## src/rtl/pe_cfg_ctrl.sv

```systemverilog
// rtl/pe_cfg_ctrl.sv - per-PE config shadow/commit controller with 2-entry output FIFO
module pe_cfg_ctrl #(
  parameter int PEID       = 0,
  parameter int ID_W       = 8,
  parameter int FIELD_W    = 13,
  parameter int NUM_FIELDS = 8,
  parameter int DATA_W     = 16
) (
  input  logic                          clk,
  input  logic                          rst_n,
  input  logic [ID_W-1:0]               id,
  input  logic [ID_W-1:0]               id_mask,
  input  logic                          broadcast,
  input  logic                          cfg_valid,
  output logic                          cfg_ready,
  input  logic [FIELD_W-1:0]            cfg_data,
  input  logic                          cfg_last,
  input  logic                          commit,
  input  logic                          core_idle,
  output logic [NUM_FIELDS*FIELD_W-1:0] cfg_flat,
  output logic                          cfg_pending,
  output logic                          cfg_err,
  output logic                          active,
  input  logic                          core_dout_valid,
  output logic                          core_dout_ready,
  input  logic [DATA_W-1:0]             core_dout_data,
  output logic                          dout_valid,
  input  logic                          dout_ready,
  output logic [DATA_W-1:0]             dout_data
);

  localparam int                 IDX_W    = (NUM_FIELDS > 1) ? $clog2(NUM_FIELDS) : 1;
  localparam logic [FIELD_W-1:0] HOLD     = {2'b10, {(FIELD_W-2){1'b0}}};
  localparam logic [ID_W-1:0]    PEID_V   = ID_W'(PEID);
  localparam logic [IDX_W-1:0]   LAST_IDX = IDX_W'(NUM_FIELDS-1);

  typedef enum logic [1:0] {S_IDLE, S_LOAD, S_FULL, S_APPLY} state_t;

  state_t               r_state;
  state_t               w_state_next;
  logic [FIELD_W-1:0]   r_shadow [NUM_FIELDS];
  logic [FIELD_W-1:0]   r_live   [NUM_FIELDS];
  logic [IDX_W-1:0]     r_idx;
  logic                 r_err;
  logic [DATA_W-1:0]    r_fifo   [2];
  logic                 r_wr_ptr;
  logic                 r_rd_ptr;
  logic [1:0]           r_count;

  logic w_active;
  logic w_accept;
  logic w_commit;
  logic w_at_end;
  logic w_apply;
  logic w_set_err;
  logic w_push;
  logic w_pop;

  // A PE is addressed when broadcast, or when every non-masked id bit matches PEID
  assign w_active  = broadcast | (((id ^ PEID_V) & ~id_mask) == '0);
  assign active    = w_active;

  assign cfg_ready = w_active && ((r_state == S_IDLE) || (r_state == S_LOAD));
  assign w_accept  = cfg_valid && cfg_ready;
  assign w_commit  = commit && w_active;
  assign w_at_end  = (r_idx == LAST_IDX);

  assign cfg_pending = (r_state == S_FULL) || (r_state == S_APPLY);
  assign cfg_err     = r_err;

  genvar g;
  for (g = 0; g < NUM_FIELDS; g++) begin : g_flat
    assign cfg_flat[g*FIELD_W +: FIELD_W] = r_live[g];
  end

  // Next-state, apply strobe and error strobe for the load/commit sequence
  always_comb begin
    w_state_next = r_state;
    w_apply      = 1'b0;
    w_set_err    = 1'b0;
    case (r_state)
      S_IDLE, S_LOAD: begin
        if (w_accept) begin
          if (cfg_last || w_at_end) w_state_next = S_FULL;
          else                      w_state_next = S_LOAD;
          // Overrunning the last slot without cfg_last is flagged; idx never wraps
          if (w_at_end && !cfg_last) w_set_err = 1'b1;
        end
        // Commit before the shadow set is complete is dropped and flagged
        if (w_commit) w_set_err = 1'b1;
      end
      S_FULL: begin
        if (w_commit) begin
          if (core_idle) begin
            w_apply      = 1'b1;
            w_state_next = S_IDLE;
          end else begin
            w_state_next = S_APPLY;
          end
        end
      end
      S_APPLY: begin
        // Commit already latched; just wait for the core to go idle
        if (core_idle) begin
          w_apply      = 1'b1;
          w_state_next = S_IDLE;
        end
      end
      default: w_state_next = S_IDLE;
    endcase
  end

  // State register
  always_ff @(posedge clk) begin
    if (!rst_n) r_state <= S_IDLE;
    else        r_state <= w_state_next;
  end

  // Shadow load, live update on apply, field index and sticky error
  always_ff @(posedge clk) begin
    if (!rst_n) begin
      for (int k = 0; k < NUM_FIELDS; k++) begin
        r_shadow[k] <= HOLD;
        r_live[k]   <= '0;
      end
      r_idx <= '0;
      r_err <= 1'b0;
    end else begin
      if (w_set_err) r_err <= 1'b1;
      if (w_accept) begin
        r_shadow[r_idx] <= cfg_data;
        if (!(cfg_last || w_at_end)) r_idx <= r_idx + 1'b1;
      end
      if (w_apply) begin
        for (int k = 0; k < NUM_FIELDS; k++) begin
          // Fields still carrying the hold code leave the live value untouched
          if (r_shadow[k][FIELD_W-1 -: 2] != 2'b10) r_live[k] <= r_shadow[k];
          r_shadow[k] <= HOLD;
        end
        r_idx <= '0;
      end
    end
  end

  assign core_dout_ready = (r_count != 2'd2);
  assign dout_valid      = (r_count != 2'd0) && w_active;
  assign w_push          = core_dout_valid && core_dout_ready;
  assign w_pop           = dout_valid && dout_ready;
  assign dout_data       = r_fifo[r_rd_ptr];

  // Two-entry in-order output FIFO; simultaneous push and pop keep the count
  always_ff @(posedge clk) begin
    if (!rst_n) begin
      r_wr_ptr <= 1'b0;
      r_rd_ptr <= 1'b0;
      r_count  <= 2'd0;
    end else begin
      if (w_push) begin
        r_fifo[r_wr_ptr] <= core_dout_data;
        r_wr_ptr         <= ~r_wr_ptr;
      end
      if (w_pop) r_rd_ptr <= ~r_rd_ptr;
      case ({w_push, w_pop})
        2'b10:   r_count <= r_count + 2'd1;
        2'b01:   r_count <= r_count - 2'd1;
        default: r_count <= r_count;
      endcase
    end
  end

endmodule

```

## config.mk

```make
export PLATFORM = sky130hd
export DESIGN_NAME = pe_cfg_ctrl
export DESIGN_NICKNAME = d
export VERILOG_FILES = /design/src/rtl/pe_cfg_ctrl.sv
export SDC_FILE = /design/constraint.sdc
export NUM_CORES = 1
export LEC_CHECK = 0
export BUFFER_PORTS_ARGS = -buffer_cell sky130_fd_sc_hd__buf_2
export CAP_MARGIN = 0
export CORE_MARGIN = 4
export CORE_UTILIZATION = 40
export CTS_CLUSTER_SIZE = 24
export DETAILED_ROUTE_END_ITERATION = 7
export HOLD_SLACK_MARGIN = 0.06
export PLACE_DENSITY = 0.69
export SYNTH_ARGS = -nofsm -noshare
export SYNTH_HDL_FRONTEND = slang
export SYNTH_SLANG_ARGS = --single-unit
export TNS_END_PERCENT = 30
```

## constraint.sdc

```tcl
create_clock -name clk -period 4.9 [get_ports clk]
set_input_delay 0.735 -clock clk [delete_from_list [all_inputs] [get_ports clk]]
set_output_delay 0.735 -clock clk [all_outputs]
set_load 0.03 [all_outputs]
```

==> flow_summary.yaml <==
clocking:
  clk_path_buf_depth: 3
  clkLatencyLatePin_ps: 510
  htreeDepth: 1
  cts_tree: "done"
  root_buffer: "clkbuf_16"
  cts_made_buffers: 24
  cts_hold_buffers: 0
  cts_sinks: 251
  cts_setup_buffers: 0
  clk_pin_slew_ps: 60
  post_cts_resized: 0
synth:
  ys_seq_elements: 251
  yosys_warnings: 0
  syn_avg_cell_area_sq_um: 15.6
  netlist_area_sq_um: 9810
  netlist_instances: 629
  synth_nets: 686
  ys_types: 41
  synth_seq_area_share: 0.757
route:
  via_count: 5513
  detail_route.wl_per_cell_um: 18.0
  wirelength_um: 20700
  via_per_inst: 4.79
  drtIter0Drc: 482
  drc: 0
  postRouteAntennaNets: 0
  dr.pass1.iters: 5
layout:
  fillers: 2073
  drive_above_1_share: 0.306
  synthToLayoutAreaGrowth_pct: 20.8
  nNetsFinal: 865
  n_antenna_cell: 0
  finish.instance_area_sq_um: 11800
sta:
  hold_viol: 0
  rsz0062_at_grt: "false"
  skew_ps: 16.7
  report.final.slew_viol_count: 0
  fmax_mhz: 343
  final.min_clock_period_ps: 2910
  maxSlewHeadroom: 0.290
  worstMarginPinSlew_ps: 1060
  setup_viol: 0
  fin_crit_sh: 0.594
  setup_tns_ps: 0
floorplanning:
  initial_utilization: 0.405
  ios: 180
  coreArea_sq_um: 24200
  die_x_um: 165
  rows: 57
  dieArea_sq_um: 27100
  die_h_um: 165
worst_setup_path:
  r2r_cells: 3
  cp.required_ps: 4160
  crit_type: "input port to output pin"
  critical_path.endpoint_type: "output pin"
  critPathMaxFanout: 24
  r2r_setup_slack_ps: 2260
  arrival_ps: 2180
  critPathLaunchType: "input port"
  reg2reg_to: "r_shadow[1][2]"
  r2r-start: "r_state[1]"
global_route:
  grt_util_all_layers: 0.148
  grt_first_pass_wirelength_um: 30400
  grt_pass1_vias: 5249
  grt.overflow.total: 0
  grt_max_degree: 66
  antenna_found_initial: 0
hold_path:
  whs_path_depth: 1
  holdCritStartpoint: "core_dout_data[3]"
  whs_endpoint: "r_fifo[1][3]"
  hold_path.class: "input port to flip-flop"
outcome:
  status: "finished, final reports clean"
pwr:
  ir_worst_vdd_uv: 210
  p_per_area_nw_per_um2: 410
  p_leak_nw: 4.84
placed_design:
  dp.final_hpwl_um: 14000
  gp_congestion: 0.798
  port_buffers: 179
  place_area_sq_um: 11000
flow_run:
  cap_violations: 0
==> cells by family after synthesis <==
logic type	count (synthesis)	synth area share
AO/OA/AOI/OAI	30	0.0222
AND/OR/NAND/NOR	276	0.175
adder cells (fa/ha/maj)	3	0.00383
flip-flops	251	0.757
multiplexers	16	0.0184
buffers and inverters	50	0.0209
XOR/XNOR	3	0.00268
==> how the worst max path moves through the flow <==
stage,startpoint,to,cells after the start
after detailed placement,id[7],r_shadow[1][9],6
final,id[7],cfg_ready,6
after floorplan,id[1],r_live[1][26],6
after global placement,id[1],r_shadow[1][7],6
after CTS,id[7],cfg_ready,6
after global routing,id[7],r_shadow[1][2],6
==> layer usage <==
layer / GRT usage / vias up / routed length [um]
li1: - / 2642 / -
met4: 0.0582 / 0 / 707
met2: 0.266 / 166 / 10800
met1: 0.180 / 2652 / 8060
met3: 0.0225 / 53 / 1120
met5: 0 / - / 0
==> cell usage after synthesis, drive strengths merged <==
library cell	n	area share
nor4	2	0.0026
nand4	3	0.0019
clkinv	1	0.00038
clkbuf	29	0.011
nand2b	24	0.015
edfxtp	240	0.73
a31oi	1	0.00064
o41a	1	0.0022
a211oi	1	0.0020
nor2b	1	0.00064
or4	2	0.0019
buf	4	0.0031
and3	72	0.046
a21o	1	0.00077
ha	3	0.0038
o21bai	1	0.00077
nand3b	1	0.00077
a21oi	9	0.0046
o211ai	1	0.00077
o31ai	4	0.0031
o22ai	4	0.0026
nor3	9	0.010
inv	16	0.0061
nand3	3	0.0015
nand2	8	0.0031
or2	1	0.00064
a221oi	1	0.00089
o41ai	1	0.00089
xor2	1	0.00089
xnor2	2	0.0018
o21ai	4	0.0020
and2	126	0.080
mux2	16	0.018
o21ba	1	0.0010
dfxtp	11	0.022
nor2	21	0.0080
or3	3	0.0019
==> sequential cells by signal, indices dropped and copies added, names as in the netlist, 2 cells and up, named ones only <==
register and flops:
r_count 2, r_fifo 32, r_idx 3, r_shadow 104, r_state 2, r_live 104
==> power breakdown <==
group / internal, W / total (W) / switching [W]
sequential: 0.00247 / 0.00251 / 0.0000461
combinational: 0.000128 / 0.000456 / 0.000327
clock: 0.00114 / 0.00189 / 0.000748
==> worst max-delay path, stage by stage <==
cell,delay (ps)
buf_2,90
inv_1,50
o22ai_1,80
o41a_4,670
nor2_1,290
buf_2,250
==> cell usage in the layout, fill, tap and decap left out, types with 2 or more instances in the layout <==
cell type    n
clkinv_2     7
inv_1       16
nand2_1      8
bufinv_16    4
a21oi_1      9
nor3_1       2
edfxtp_1   240
xnor2_1      2
ha_1         3
clkinv_1     4
dfxtp_1     11
o22ai_1      4
nand4_1      3
o21ai_0      4
clkbuf_1     4
nor3_4       5
clkbuf_16   25
nand3_1      3
nor4_2       2
nor3_2       2
or3_1        3
mux2_2      16
o31ai_1      4
and2_1     126
nor2_1      21
buf_2      179
and3_1      72
buf_4        7
nand2b_1    24
==> per-stage QoR <==
stage / std cells / hold slack [ps] / worst slack, ps / util / total power [W]
3_5_place_dp: 1106 / 446 / 1450 / 0.455 / 0.00302
3_3_place_gp: 1106 / 431 / 1510 / 0.455 / 0.00301
5_1_grt: 1150 / 398 / 1780 / 0.489 / 0.00503
2_1_floorplan: 629 / 468 / 1960 / - / 0.00285
4_1_cts: 1150 / 396 / 1980 / 0.489 / 0.00490
6_report: 1150 / 419 / 1990 / 0.489 / 0.00486
==> final cells by class <==
class,count,area [sq um],area share
inverter,17,63.8,0.00539
multi-input combinational,328,2190,0.185
clock inverter,15,175,0.0148
timing repair buffer,186,948,0.0801
tap,324,405,0.0342
sequential,251,7430,0.627
clock buffer,29,641,0.0541
(Power assumes the default switching activity.)
